File: src/rtl/wb_cp0_exc_ctrl.sv
// CP0 exception controller: Status/Cause/EPC/BadVAddr/Count/Compare plus exception/eret commit.
// Latency: cp0_rdata and flush/flush_pc are combinational; register updates land on the next clk edge.
// Backpressure: none; one writeback per cycle is always accepted, and flush is a one-cycle pulse per event.
//
// Ports:
//   clk, reset         : clock, synchronous active-high reset
//   wb_valid/pc/bd     : committing instruction, its PC, and delay-slot flag
//   wb_exc/exccode     : exception flagged upstream and its code
//   wb_badvaddr        : faulting address, captured for AdEL/AdES only
//   wb_eret            : committing instruction is an eret
//   mtc0_we/cp0_addr/  : CP0 register write ({rd, sel} address), qualified by wb_valid
//   cp0_wdata
//   cp0_rdata          : combinational read of cp0_addr
//   hw_int             : level-sensitive hardware interrupt lines
//   flush/flush_pc     : pipeline redirect to exception vector or EPC
module wb_cp0_exc_ctrl #(
  parameter int          NUM_HW_INT = 6,
  parameter int          COUNT_DIV  = 2,
  parameter logic [31:0] EXC_VEC    = 32'hBFC00380
) (
  input  logic                  clk,
  input  logic                  reset,
  input  logic                  wb_valid,
  input  logic [31:0]           wb_pc,
  input  logic                  wb_bd,
  input  logic                  wb_exc,
  input  logic [4:0]            wb_exccode,
  input  logic [31:0]           wb_badvaddr,
  input  logic                  wb_eret,
  input  logic                  mtc0_we,
  input  logic [7:0]            cp0_addr,
  input  logic [31:0]           cp0_wdata,
  output logic [31:0]           cp0_rdata,
  input  logic [NUM_HW_INT-1:0] hw_int,
  output logic                  flush,
  output logic [31:0]           flush_pc
);

  // CP0 addresses are {rd[4:0], sel[2:0]}
  localparam logic [7:0] ADDR_BADVADDR = {5'd8,  3'd0};
  localparam logic [7:0] ADDR_COUNT    = {5'd9,  3'd0};
  localparam logic [7:0] ADDR_COMPARE  = {5'd11, 3'd0};
  localparam logic [7:0] ADDR_STATUS   = {5'd12, 3'd0};
  localparam logic [7:0] ADDR_CAUSE    = {5'd13, 3'd0};
  localparam logic [7:0] ADDR_EPC      = {5'd14, 3'd0};

  localparam logic [4:0] CODE_INT  = 5'd0;
  localparam logic [4:0] CODE_ADEL = 5'd4;
  localparam logic [4:0] CODE_ADES = 5'd5;

  // Divider width stays at least one bit so COUNT_DIV=1 still elaborates.
  localparam int             DIV_W    = (COUNT_DIV > 1) ? $clog2(COUNT_DIV) : 1;
  localparam logic [DIV_W-1:0] DIV_LAST = DIV_W'(COUNT_DIV - 1);

  // Status fields
  logic [7:0]  status_im;
  logic        status_exl;
  logic        status_ie;

  // Cause fields
  logic        cause_bd;
  logic        cause_ti;
  logic [5:0]  cause_ip_hw;   // IP[7:2]
  logic [1:0]  cause_ip_sw;   // IP[1:0]
  logic [4:0]  cause_exccode;

  logic [31:0] epc;
  logic [31:0] badvaddr;
  logic [31:0] count;
  logic [31:0] compare;
  logic [DIV_W-1:0] div_cnt;

  // Combinational control
  logic [5:0]  hw_ext;
  logic [5:0]  ip_hw_next;
  logic [7:0]  cause_ip;
  logic        int_req;
  logic        take_exc;
  logic        take_eret;
  logic [4:0]  exc_code;
  logic [31:0] epc_target;
  logic        mtc0_ok;
  logic        wr_status;
  logic        wr_cause;
  logic        wr_epc;
  logic        wr_count;
  logic        wr_compare;

  // Unused hardware lines read as 0; the timer shares IP[7] with hw_int[5].
  always_comb begin
    hw_ext = '0;
    hw_ext[NUM_HW_INT-1:0] = hw_int;
    ip_hw_next = {cause_ti | hw_ext[5], hw_ext[4:0]};
  end

  assign cause_ip = {cause_ip_hw, cause_ip_sw};
  assign int_req  = status_ie & ~status_exl & (|(cause_ip & status_im));

  // Interrupts outrank a synchronous exception on the same instruction.
  assign take_exc   = wb_valid & (int_req | wb_exc);
  assign take_eret  = wb_valid & wb_eret & ~take_exc;
  assign exc_code   = int_req ? CODE_INT : wb_exccode;
  assign epc_target = wb_bd ? (wb_pc - 32'd4) : wb_pc;

  // An instruction that traps must not leave a CP0 side effect behind.
  assign mtc0_ok    = wb_valid & mtc0_we & ~take_exc;
  assign wr_status  = mtc0_ok & (cp0_addr == ADDR_STATUS);
  assign wr_cause   = mtc0_ok & (cp0_addr == ADDR_CAUSE);
  assign wr_epc     = mtc0_ok & (cp0_addr == ADDR_EPC);
  assign wr_count   = mtc0_ok & (cp0_addr == ADDR_COUNT);
  assign wr_compare = mtc0_ok & (cp0_addr == ADDR_COMPARE);

  always_ff @(posedge clk) begin
    if (reset) begin
      status_im     <= '0;
      status_exl    <= 1'b0;
      status_ie     <= 1'b0;
      cause_bd      <= 1'b0;
      cause_ti      <= 1'b0;
      cause_ip_hw   <= '0;
      cause_ip_sw   <= '0;
      cause_exccode <= '0;
      epc           <= '0;
      badvaddr      <= '0;
      count         <= '0;
      compare       <= '0;
      div_cnt       <= '0;
    end else begin
      cause_ip_hw <= ip_hw_next;

      // A Count write restarts the divider so the new value holds a full period.
      if (wr_count) begin
        count   <= cp0_wdata;
        div_cnt <= '0;
      end else if (div_cnt == DIV_LAST) begin
        count   <= count + 32'd1;
        div_cnt <= '0;
      end else begin
        div_cnt <= div_cnt + 1'b1;
      end

      // Writing Compare acknowledges the timer, even against a same-cycle match.
      if (wr_compare) begin
        compare  <= cp0_wdata;
        cause_ti <= 1'b0;
      end else if (count == compare) begin
        cause_ti <= 1'b1;
      end

      if (wr_status) begin
        status_im  <= cp0_wdata[15:8];
        status_exl <= cp0_wdata[1];
        status_ie  <= cp0_wdata[0];
      end

      if (wr_cause) begin
        cause_ip_sw <= cp0_wdata[9:8];
      end

      if (wr_epc) begin
        epc <= cp0_wdata;
      end

      if (take_exc) begin
        status_exl    <= 1'b1;
        cause_exccode <= exc_code;
        // A nested exception keeps the original return point.
        if (!status_exl) begin
          epc      <= epc_target;
          cause_bd <= wb_bd;
        end
        if ((exc_code == CODE_ADEL) || (exc_code == CODE_ADES)) begin
          badvaddr <= wb_badvaddr;
        end
      end else if (take_eret) begin
        status_exl <= 1'b0;
      end
    end
  end

  always_comb begin
    cp0_rdata = '0;
    case (cp0_addr)
      ADDR_STATUS:   cp0_rdata = {9'd0, 1'b1, 6'd0, status_im, 6'd0, status_exl, status_ie};
      ADDR_CAUSE:    cp0_rdata = {cause_bd, cause_ti, 14'd0, cause_ip, 1'b0, cause_exccode, 2'b00};
      ADDR_EPC:      cp0_rdata = epc;
      ADDR_BADVADDR: cp0_rdata = badvaddr;
      ADDR_COUNT:    cp0_rdata = count;
      ADDR_COMPARE:  cp0_rdata = compare;
      default:       cp0_rdata = '0;
    endcase
  end

  // Redirect uses the EPC value held before this edge, so an eret sees the stored return address.
  always_comb begin
    flush    = 1'b0;
    flush_pc = '0;
    if (!reset) begin
      if (take_exc) begin
        flush    = 1'b1;
        flush_pc = EXC_VEC;
      end else if (take_eret) begin
        flush    = 1'b1;
        flush_pc = epc;
      end
    end
  end

endmodule

File: config.mk
export PLATFORM = sky130hd
export DESIGN_NAME = wb_cp0_exc_ctrl
export DESIGN_NICKNAME = d
export VERILOG_FILES = /design/src/rtl/wb_cp0_exc_ctrl.sv
export SDC_FILE = /design/constraint.sdc
export NUM_CORES = 1
export LEC_CHECK = 0
export BUFFER_PORTS_ARGS = -buffer_cell sky130_fd_sc_hd__buf_2
export CAP_MARGIN = 20
export CORE_MARGIN = 2
export CORE_UTILIZATION = 35
export DETAILED_ROUTE_END_ITERATION = 8
export MAX_ROUTING_LAYER = met4
export PLACE_DENSITY_LB_ADDON = 0.25
export SYNTH_ARGS = -nofsm -noshare
export SYNTH_HDL_FRONTEND = slang
export SYNTH_SLANG_ARGS = --single-unit
File: constraint.sdc
create_clock -name clk -period 2 [get_ports clk]
set_input_delay 0.2 -clock clk [delete_from_list [all_inputs] [get_ports clk]]
set_output_delay 0.2 -clock clk [all_outputs]
set_load 0.03 [all_outputs]
## Yosys cells after proc, flatten, opt, wreduce, memory -nomap -nowiden

Cells that the tools add are included.

- Flip-flop bits (word level): 154
- Input port bits: 122
- Output and inout port bits: 65
- Logic and storage cells: 67

- Eq/ne operators: 9
- Multiplexer cells: 17
- Bitwise gates (word level): 17
- Add/subtract/negate cells: 3
- Reduce and logical (&&, ||, !) cells: 8

Operator list:

| operator | number |
|---|---|
| 2-to-1 mux 32 bit | 9 |
| one-hot mux 32 bit (6 select lines) | 1 |
| == test 8 x 7 -> 1 bit (second input constant) | 6 |
| adder 32 x 1 -> 32 bit (second input constant) | 1 |
| == test 32 bit | 1 |
| subtractor 32 x 3 -> 32 bit (second input constant) | 1 |
| bitwise AND 1 bit | 12 |
| == test 5 x 3 -> 1 bit (second input constant) | 2 |
| bitwise AND 8 bit | 1 |
| OR reduction 8 bit | 1 |
| 2-to-1 mux 1 bit | 6 |
| 2-to-1 mux 5 bit | 1 |
| AND reduction 2 bit | 2 |
| nonzero test 3 bit | 1 |
| OR reduction 3 bit | 1 |
| NOT 1 bit | 2 |
| OR 1 bit | 2 |
| nonzero test 2 bit | 1 |
| OR reduction 2 bit | 1 |
| adder 1 bit (second input constant) | 1 |
| logical OR 1 bit | 1 |

## Logic depth before layout (Yosys ltp)

Gate-level depths: netlist (run 1).

- Depth after elaboration: 11
- Depth in mapped cells: 8
- Depth with buffers taken out: 7

## Worst setup path before layout (run 1)

OpenSTA, ideal clock, no wires.

- Kind: input port to output port
- Start: input cp0_addr[0]
- End: output cp0_rdata[17]
- Required time: 1.800 ns
- Slack: -0.285 ns
- Data arrival time: 2.085 ns
- Stages on the path: 6
- Path buffers: 2
- Path through: or4b_1 > buf_2 > or3_1 > nor3_2 > clkbuf_1 > a221o_1

- Word-level cells in the longest chain between the ends: 2
- Elaborated cells between the ends (all ways): 7
- Classes of those cells: eq/ne (6); mux (1)

Ends and longest elaborated chain:

| what | line | RTL |
|---|---|---|
| start, declared | 31 | `input logic [7:0] cp0_addr,` |
| == test 8 x 7 -> 1 bit | 183 | `case (cp0_addr)` |
| one-hot mux 32 bit (6 select lines) * | 183 |  |
| end, declared | 33 | `output logic [31:0] cp0_rdata,` |

Mark *: on every way between the ends. The rest lies on a longest branch, timed or not.

## Worst setup path in the final report (run 1)

- Start: register cause_ip_sw[1]
- End: output flush_pc[23]

- Word-level cells in the longest chain between the ends: 10

Ends and longest elaborated chain:

| what | line | RTL |
|---|---|---|
| start, declared | 64 | `logic [1:0] cause_ip_sw;` |
| start signal, assigned | 157 | `cause_ip_sw <= cp0_wdata[9:8];` |
| bitwise AND 8 bit * | 97 | `assign int_req = status_ie & ~status_exl & (\|(cause_ip & status_im));` |
| OR reduction 8 bit * | 97 |  |
| bitwise AND 1 bit * | 97 |  |
| OR 1 bit * | 100 | `assign take_exc = wb_valid & (int_req \| wb_exc);` |
| bitwise AND 1 bit * | 100 |  |
| NOT 1 bit | 101 | `assign take_eret = wb_valid & wb_eret & ~take_exc;` |
| bitwise AND 1 bit | 101 |  |
| 2-to-1 mux 32 bit | 202 | `end else if (take_eret) begin` |
| 2-to-1 mux 32 bit * | 199 | `if (take_exc) begin` |
| 2-to-1 mux 32 bit * | 198 | `if (!reset) begin` |
| end, declared | 36 | `output logic [31:0] flush_pc` |

Marked as above.

==> results by group, run 1 <==
Timing
  – Clk_skew: 0.00745 ns
  – Fmax: 385 MHz
  – Worst Tran Pin Value: 0.808 ns
  – WHS: 0.00493 ns
  – Worst slew margin: 46.1%
  – Setup Viol. Count Final: 213
  – Final WS setup: -0.598 ns
  – Final hold violation count: 0
  – Period minus WS final: 2.60 ns
  – Final Max Tran Viols: 0
  – Unrepaired setup endpoints after global routing: yes
  – Final Cycle Share: 130%

Critical path
  – Most used cell, CP: buf_6
  – CP max-delay cell: o41a_1
  – Kind of critical path: reg2out
  – Critical Path End Type: output pin
  – Crit path buffers/inverters: 3
  – CP top delay family: compound AO/OA/AOI/OAI gates
  – Startpoint Class: register
  – Cells along the critical path: a22o_1 -> o41a_1 -> buf_6 -> o31ai_4 -> buf_6 -> nor2_2 -> buf_6
  – Crit path required time: 1.80 ns
  – CP max stage delay: 0.54 ns
  – CP max FO: 5
  – CP arrival: 2.40 ns

Routing
  – Antenna Nets Post-Route: 0
  – Via count: 9312
  – Vias per Instance: 5.65
  – Routed Wire Length: 36400 um
  – Routed len/inst: 22.1 um
  – Residual DRC count: 0
  – DRT Pass-1 Iters: 7
  – Initial drt markers: 1075

Job
  – Max cap viols: 0

Floorplan
  – # IOs: 187
  – Die height: 160 um
  – Die Area: 25500 um^2
  – Core ar.: 23600 um^2
  – Chip width: 160 um
  – Initial Util: 35.9%
  – Num rows: 56

Pwr
  – Peak VDD IR: 0.579 mV
  – Leakage: 5.36 nW
  – Power Dens Cells: 519 nW/um^2
  – Power Total: 7.10 mW

Global routing
  – All-Layer GR Usage: 28.3%
  – Remaining global-route overflow: 0
  – First-pass GRT wire length: 53900 um
  – Initial antenna violation count: 1
  – Largest net degree at the start of global routing: 154
  – Vias in the first global route: 9021

Min path
  – HP Class: in2reg

Yosys
  – Register area share after synthesis: 36.4%
  – Yosys warns: 0
  – EDFF count, synth: 0
  – Post-Syn Instances: 1004
  – Seq cells post-synth: 154
  – Synth Net Count: 1128
  – Asr flop ratio synth: 0%
  – Unique masters post-synth: 54
  – Post-Synthesis Cell Area: 8480 um^2
  – Synth Area per Inst: 8.45 um^2
  – Primary FF master, synth: dfxtp_1

Final layout
  – Area delta synth->final: 61.4%
  – Most common cell after layout, fill and taps aside: dfxtp_1
  – Layout cells sized above 1: 45.3%
  – Commonest cells after routing, fill and taps aside: dfxtp_1 (151), buf_2 (119), buf_6 (99)
  – Nets@finish: 1441
  – Fin util: 58.0%

CTS
  – Clock Tree Root: clkbuf_16
  – Clk_lat worst skew: 0.43 ns
  – H-tree Lvls: 4
  – CTS sink cnt: 154
  – CTS buffer count: 17
  – Clk slew on worst S/H paths: 0.06 ns
  – Max Buffers Root-to-Sink: 2
  – CTS tree: done

Outcome
  – Failing checks: negative setup slack
  – Status: finished with violations

Placement
  – Place WS: -0.329 ns
  – Hpwl dp: 23300 um
  – Port bufs: 186
  – Routability Congestion: 0.960
report_power, final:
group	total (mW)	leakage (nW)	internal [mW]	switching (mW)
Combinational	0.851	3.86	0.385	0.466
Clock	3.01	0.253	1.71	1.30
Sequential	3.24	1.25	3.14	0.101
Total	7.10	5.36	5.23	1.87
logic make-up (layout without fill, tap and decap cells):
logic type      count (synthesis)  count (layout)  synth area share [%]
xor+xnor                       81              81                  8.37
buf+inv                        84             407                  4.35
fa+ha+maj                       2               2                 0.295
other cells                     0               1                     0
flops                         154             154                  36.4
compound gates                223             223                  19.9
mux                            63              63                  7.44
simple gates                  397             397                  23.3
cells in the mapped netlist (2+ instances only):
cell	number	area [um^2]
dfxtp_1	154	3080
nand2_1	114	428
nor2_1	112	420
mux2i_1	63	631
a21oi_1	58	290
clkbuf_1	55	206
xnor2_1	54	473
a211oi_1	42	315
a22oi_1	31	233
nand4_1	30	188
nand3_1	29	145
xor2_1	27	236
and2_1	25	156
a22o_1	18	158
buf_2	16	80.1
nor4_1	15	93.8
a211oi_2	14	175
a221o_1	14	140
nor3_1	13	65.1
a222oi_1	11	110
and3_1	10	62.6
or3_1	9	56.3
nor2b_1	7	43.8
inv_1	6	22.5
o21ai_0	6	30.0
o31a_1	6	52.6
buf_4	5	37.5
nand2b_1	5	31.3
o22ai_1	5	31.3
a31o_2	4	35.0
nand3b_1	4	30.0
nor4_2	4	50.1
a21boi_0	3	22.5
and4_1	3	26.3
nand4b_1	3	26.3
nor3_2	3	30.0
nor3b_1	3	22.5
or4_1	3	22.5
a21boi_1	2	15.0
buf_6	2	22.5
ha_1	2	25.0
o31ai_1	2	15.0
repair_timing:
| action | 4_1_cts | 5_1_grt |
|---|---|---|
| setup endpoints to repair | 203 | 213 |
| hold buffers | 17 | 0 |
| resized for setup | 283 | 131 |
| pin swaps | 78 | 15 |
| cloned | 25 | 2 |
| buffers inserted | 38 | 13 |
| hold endpoints to repair | 17 | 0 |
final timing paths:
path | from | slack, ns | end | cells past startpoint
setup / recovery | cause_ip_sw[1] | -0.60 | flush_pc[23] | 7
hold / removal | wb_badvaddr[13] | 0.005 | badvaddr[13] | 3
setup reg to reg | cause_ip_sw[1] | -0.45 | count[8] | 12
hold reg to reg | cause_exccode[4] | 0.46 | cause_exccode[4] | 2
metrics by stage:
step                      TNS, ns  instances  instance area (um^2)
after detailed placement   -36.90       1532                 10600
after floorplan             -1.15       1004                  8650
after global routing       -78.04       1647                 13700
final                      -67.25       1647                 13700
after global placement     -32.11       1532                 10600
after CTS                  -68.98       1637                 13200
metal layers:
layer | share of wire, % | up-vias | track usage, %
met1 | 42 | 4472 | 37.2
met5 | 0 | - | -
li1 | - | 4309 | -
met2 | 46 | 465 | 43.6
met3 | 8.9 | 66 | 6.00
met4 | 2.8 | 0 | 8.43
area by class of cell:
type                    instances  area [um^2]
diodes                          1         2.50
inverters                       6         22.5
clock inverters                 9         77.6
repair buffers                372         3750
fillers                      2020         9930
well taps                     319          399
flip-flops and latches        154         3090
clock buffers                  20          447
multi-input cells             766         5900
flip-flops by register name, indices dropped and copies added (netlist names):
register / flops
badvaddr: 32
compare: 32
count: 32
epc: 32
status_im: 8
cause_ip_hw: 6
cause_exccode: 5
cause_ip_sw: 2
cause_bd: 1
cause_ti: 1
div_cnt: 1
status_exl: 1
status_ie: 1
tightest hold or removal path, delay by kind of cell:
family / cells / cell delay [ns]
buffers and inverters: 1 / 0.08
and+or+nand+nor: 1 / 0.07
muxes: 1 / 0.05
Note: power is estimated with default switching activity, not from simulation.
==> run 2: changes to the inputs <==
- BUFFER_PORTS_ARGS: -buffer_cell sky130_fd_sc_hd__buf_2 -> default
- CORE_ASPECT_RATIO: default -> 0.5
- CORE_MARGIN: 2 -> 3
- DONT_BUFFER_PORTS: default -> 1
==> run 2 against run 1 <==
The flow finishes with violations (negative hold slack, negative setup slack); sequential share of layout area is 2.5 points higher; total power is 1.9% lower; worst hold slack worse by 0.12 ns; global-route usage is 0.35 points lower; clock power is 6.6% higher; largest power group unchanged.
==> results by group, run 2 (synthesized netlist as in run 1, its figures left out) <==
Final layout
  – Layout cells sized above 1: 35.9% (-9.4 points)
  – Fin util: 52.8% (-5.1 points)
  – Layout Cells excl Fill: 1460 (-11%)
  – Fill cell count: 2066 (+2.3%)
  – Multi-input gate area: 5840 um^2 (-1.0%)
  – Fin area: 12300 um^2 (-9.9%)
  – Nets@finish: 1263 (-12%)
  – Commonest cells after routing, fill and taps aside: dfxtp_1 (153), buf_4 (91), nand2_1 (89)
  – Most common cell after layout, fill and taps aside: dfxtp_1
  – Area delta synth->final: 45.3%
  – Storage cell area: 3080 um^2 (about the same)

Global routing
  – First-pass GRT wire length: 53000 um (-1.6%)
  – Largest net degree at the start of global routing: 156 (+1.3%)
  – Remaining global-route overflow: 0 (unchanged)
  – All-Layer GR Usage: 27.9% (-0.35 points)
  – Vias in the first global route: 8142 (-9.7%)
  – Initial antenna violation count: 1 (unchanged)

Timing
  – Clk_skew: 0.00975 ns (+0.00229 ns)
  – Setup Viol. Count Final: 208 (-2.3%)
  – Worst Tran Pin Value: 0.588 ns (-0.220 ns)
  – Fmax: 405 MHz (+5.2%)
  – Period minus WS final: 2.47 ns (-0.129 ns)
  – Final Max Tran Viols: 0 (unchanged)
  – Final Cycle Share: 123% (-6.4 points)
  – Final WS setup: -0.469 ns (+0.129 ns)
  – Unrepaired setup endpoints after global routing: yes
  – Worst slew margin: 60.5% (+14 points)
  – WHS: -0.119 ns (-0.124 ns)
  – Final hold violation count: 139 (+139)

Min path
  – HP Class: in2reg
  – Min-delay src: reset
  – Worst hold endpoint: epc[7]
  – Hold path cells: 1 (-2)

CTS
  – CTS sink cnt: 154 (unchanged)
  – CTS tree: done
  – Hold-fix buffers, CTS: 18 (+1)
  – Clk slew on worst S/H paths: 0.07 ns (about the same)
  – CTS buffer count: 17 (unchanged)
  – Clock Tree Root: clkbuf_16
  – H-tree Lvls: 4 (unchanged)
  – Max Buffers Root-to-Sink: 2 (unchanged)
  – Clk_lat worst skew: 0.44 ns (about the same)

Floorplan
  – # IOs: 187 (unchanged)
  – Core ar.: 23300 um^2 (-1.2%)
  – Die Area: 26200 um^2 (+3.0%)
  – Die height: 116 um (-27%)
  – Chip width: 226 um (+42%)
  – Initial Util: 36.4% (+0.44 points)
  – Num rows: 39 (-30%)

Routing
  – Residual DRC count: 0 (unchanged)
  – Via count: 9175 (-1.5%)
  – Routed len/inst: 25.9 um (+17%)
  – Initial drt markers: 1119 (+4.1%)
  – Vias per Instance: 6.28 (+11%)
  – DRT Pass-1 Iters: 9 (+2)
  – Routed Wire Length: 37800 um (+3.8%)
  – Antenna Nets Post-Route: 0 (unchanged)

Placement
  – Hpwl dp: 23900 um (+2.8%)
  – Placed Cells: 1341 (-12%)
  – Placed inst area: 9730 um^2 (-8.3%)
  – Routability Congestion: 0.956 (-0.40%)
  – Port bufs: 0 (-100%)
  – Place WS: -0.153 ns (+0.176 ns)

Critical path
  – R2R setup slack: -0.46 ns (about the same)
  – Path depth of the worst reg2reg path: 10 (-2)
  – FF-to-FF Start: cause_ip_sw[0]
  – Reg-to-reg endpoint: count[1]
  – Startpoint Class: register
  – CP max FO: 10 (+5)
  – Crit path required time: 1.80 ns (about the same)
  – Kind of critical path: reg2out
  – Critical Path End Type: output pin
  – CP arrival: 2.27 ns (-0.13 ns)

Pwr
  – Power Dens Cells: 565 nW/um^2 (+8.9%)
  – Peak VDD IR: 0.487 mV (-16%)
  – Leakage: 4.51 nW (-16%)

Outcome
  – Failing checks: negative hold slack, negative setup slack
  – Status: finished with violations

Job
  – Max cap viols: 0 (unchanged)
run 2: cell count changes in the layout (fill, tap and decap cells not counted), moves of 8 or more:
cell	previous run	this run
nor2_1	75	86
nand3_4	3	11
buf_6	99	21
buf_16	21	11
buf_2	119	0
nand2_1	77	89
buf_4	81	91
run 2: final cells by class:
cell class / instances / share of cell area [%]
Timing Repair Buffer: 193 / 19.6
Antenna cell: 1 / 0.0203
Multi-Input combinational cell: 767 / 47.4
Clock inverter: 12 / 0.934
Tap cell: 307 / 3.12
Sequential cell: 154 / 25.0
Clock buffer: 20 / 3.71
Inverter: 6 / 0.183
run 2: how the worst max path moves through the flow:
stage | startpoint | endpoint | slack [ns]
final | cause_ip_sw[0] | flush_pc[17] | -0.47
after CTS | cause_ip_sw[1] | flush_pc[16] | -0.50
after global routing | cause_ip_sw[0] | flush_pc[18] | -0.55
after global placement | cp0_addr[0] | cp0_rdata[20] | -0.16
after detailed placement | cp0_addr[0] | cp0_rdata[20] | -0.15
after floorplan | cp0_addr[0] | cp0_rdata[22] | -0.05
run 2: worst max-delay path, cell delays in order (launching register included):
cell and delay (ns):
dfxtp_2 0.32, a22o_1 0.25, o41a_1 0.53, nor2_2 0.14
and3_4 0.24, buf_8 0.14, and2_4 0.20
run 2: routing by layer:
layer | up-vias | track usage (%) | share of wire, %
met1 | 4502 | 38.5 | 42
met3 | 89 | 5.11 | 12
met2 | 627 | 41.8 | 44
met5 | - | - | 0
li1 | 3957 | - | -
met4 | 0 | 8.23 | 2.7
run 2: metrics by stage:
step | TNS (ns) | power (mW)
floorplan | -1.15 | 3.57
global placement | -8.50 | 3.69
detailed placement | -10.69 | 3.69
CTS | -53.67 | 6.93
global route | -81.24 | 7.13
finish | -65.96 | 6.97
run 2: what timing repair did:
item,4_1_cts,5_1_grt
gates cloned,22,10
setup buffers,31,19
endpoints found under the setup margin,188,213
gates resized for setup,111,132
hold endpoints to repair,154,142
pin swaps,30,54
run 2: power breakdown:
| group | leakage, nW | internal, mW | switching, mW |
|---|---|---|---|
| Clock | 0.273 | 1.79 | 1.42 |
| Combinational | 2.99 | 0.272 | 0.268 |
| Sequential | 1.25 | 3.14 | 0.0817 |
| Total | 4.51 | 5.20 | 1.77 |
==> run 3: changes to the inputs <==
- ABC_CLOCK_PERIOD_IN_PS: default -> 2000
- GPL_TIMING_DRIVEN: default -> 0
==> run 3 against run 2 <==
The flow still finishes with violations (negative hold slack, negative setup slack); critical path depth is the same; combinational power increased by 68%; sequential share of layout area shrank 2.8 points; non-clock buffer count is 59 higher; final cell count is 4.0% higher; cell area rose by 13%; largest power group is now clock.
==> results by group, run 3 (synthesized netlist as in run 1, its figures left out) <==
Placement
  – Placed Cells: 1312 (-2.2%)
  – Placed inst area: 9040 um^2 (-7.1%)
  – Port bufs: 0 (unchanged)
  – Hpwl dp: 27000 um (+13%)
  – Routability Congestion: 0.942 (-1.5%)

Critical path
  – Startpoint Class: register
  – Critical Path End Type: output pin
  – R2R setup slack: -0.44 ns (+0.02 ns)
  – Path depth of the worst reg2reg path: 11 (+1)
  – CP arrival: 2.34 ns (+0.07 ns)
  – Crit path required time: 1.80 ns (about the same)
  – CP max FO: 10 (unchanged)
  – Kind of critical path: reg2out

Floorplan
  – Core ar.: 23300 um^2 (unchanged)
  – Initial Util: 36.4% (unchanged)
  – Die Area: 26200 um^2 (unchanged)
  – Num rows: 39 (unchanged)
  – Chip width: 226 um (unchanged)
  – # IOs: 187 (unchanged)
  – Die height: 116 um (unchanged)

Timing
  – Final hold violation count: 2 (-99%)
  – Unrepaired setup endpoints after global routing: yes
  – Period minus WS final: 2.54 ns (+0.0756 ns)
  – Setup Viol. Count Final: 210 (+0.96%)
  – Final Max Tran Viols: 0 (unchanged)
  – Final Cycle Share: 127% (+3.8 points)
  – Fmax: 393 MHz (-3.0%)
  – Clk_skew: 0.0163 ns (+0.00657 ns)
  – Final WS setup: -0.545 ns (-0.0756 ns)
  – Worst Tran Pin Value: 1.12 ns (+0.531 ns)
  – Worst slew margin: 24.7% (-36 points)
  – WHS: -0.0101 ns (+0.109 ns)

Outcome
  – Failing checks: negative hold slack, negative setup slack
  – Status: finished with violations

Final layout
  – Layout Cells excl Fill: 1519 (+4.0%)
  – Most common cell after layout, fill and taps aside: dfxtp_1
  – Nets@finish: 1321 (+4.6%)
  – Area delta synth->final: 64.0%
  – Commonest cells after routing, fill and taps aside: dfxtp_1 (143), dlygate4sd3_1 (86), nor2_1 (58)
  – Layout cells sized above 1: 43.6% (+7.7 points)
  – Fin area: 13900 um^2 (+13%)

CTS
  – CTS tree: done
  – Clk slew on worst S/H paths: 0.08 ns (about the same)
  – Clk_lat worst skew: 0.46 ns (+0.02 ns)
  – Clock Tree Root: clkbuf_16
  – H-tree Lvls: 4 (unchanged)
  – Max Buffers Root-to-Sink: 2 (unchanged)
  – CTS buffer count: 17 (unchanged)
  – CTS sink cnt: 154 (unchanged)

Global routing
  – Vias in the first global route: 9319 (+14%)
  – Largest net degree at the start of global routing: 17 (-89%)
  – First-pass GRT wire length: 59900 um (+13%)
  – Remaining global-route overflow: 0 (unchanged)
  – Initial antenna violation count: 2 (+1)
  – All-Layer GR Usage: 32.0% (+4.1 points)

Pwr
  – Switching pwr: 2.04 mW (+15%)
  – Switching share of power: 26.0% (+0.69 points)
  – Power Total: 7.83 mW (+12%)
  – Sequential Power Share: 41.4% (-4.8 points)
  – Clock power frac: 47.0% (+1.0 points)
  – Peak VDD IR: 0.626 mV (+29%)
  – Leakage: 5.00 nW (+11%)
  – Comb pwr share: 11.6% (+3.9 points)
  – Internal: 5.79 mW (+11%)
  – Power Dens Cells: 563 nW/um^2 (-0.38%)

Min path
  – Hold path cells: 2 (+1)
  – HP Class: in2reg

Routing
  – Routed len/inst: 28.0 um (+8.1%)
  – Antenna Nets Post-Route: 0 (unchanged)
  – Vias per Instance: 6.38 (+1.5%)
  – Residual DRC count: 0 (unchanged)
  – Via count: 9690 (+5.6%)
  – DRT Pass-1 Iters: 5 (-4)
  – Initial drt markers: 1331 (+19%)
  – Routed Wire Length: 42500 um (+12%)

Job
  – Max cap viols: 0 (unchanged)
[run 3: cell count changes in the layout (fill, tap and decap cells not counted), moves of 30 or more]
| cell | change |
|---|---|
| dlygate4sd3_1 | +68 |
| buf_4 | -62 |
| nand2_1 | -50 |
| nand2_4 | +37 |
| nor2_4 | +37 |
| a21oi_1 | -30 |
[run 3: area by class of cell]
type / count / area, um^2
Clock inverter: 12 / 195
Inverter: 6 / 26.3
Sequential cell: 154 / 3100
Timing Repair Buffer: 181 / 2110
Multi-Input combinational cell: 766 / 6820
Clock buffer: 20 / 447
Buffer: 71 / 817
Tap cell: 307 / 384
Antenna cell: 2 / 5.00
Fill cell: 1823 / 9420
[run 3: critical path: stages, from the launching register on]
cell and delay, ns:
dfxtp_2 0.34, a22o_4 0.27, o41a_1 0.54, nor2_2 0.16, and3_4 0.23, buf_8 0.14
and2_4 0.21
[run 3: timing repair]
item                                    in CTS  in global routing
pin swaps                                   76                106
endpoints found under the setup margin     211                213
hold endpoints to repair                   137                  1
hold buffers                                85                  1
cloned                                      20                  6
setup buffers                               58                 27
gates resized for setup                    406                248
[run 3: routing by layer]
metal / vias to the layer above / global-route usage (%) / share of wire, % / wire, um
met5: - / - / 0 / 0
met4: 0 / 12.3 / 5.2 / 2220
met3: 162 / 9.92 / 12 / 5000
met2: 688 / 48.4 / 43 / 18300
met1: 4770 / 40.2 / 40 / 17000
li1: 4070 / - / - / -
[run 3: power groups by stage]
stage	combinational [mW]	sequential [mW]	clock (mW)
floorplan	0.329	3.24	0
finish	0.908	3.24	3.68
global route	0.942	3.24	3.79
CTS	0.779	3.22	3.63
detailed placement	0.431	3.28	0
global placement	0.424	3.28	0
[run 3: final timing paths]
path / startpoint / endpoint
setup reg to reg: status_im[6] / epc[17]
hold reg to reg: status_im[1] / status_im[1]
hold / removal: cp0_wdata[7] / epc[7]
setup / recovery: status_im[6] / flush_pc[30]
[run 3: stage by stage]
step | hold slack, ns | setup slack [ns] | setup TNS [ns] | util, %
final | -0.0101 | -0.545 | -62.93 | 59.6
after global routing | 0.00243 | -0.565 | -71.10 | 59.6
after CTS | 0.000238 | -0.507 | -59.16 | 55.7
after detailed placement | 0.324 | -0.910 | -98.68 | 38.8
after global placement | 0.324 | -0.886 | -95.23 | 38.7
after floorplan | 0.316 | -0.0542 | -1.15 | -
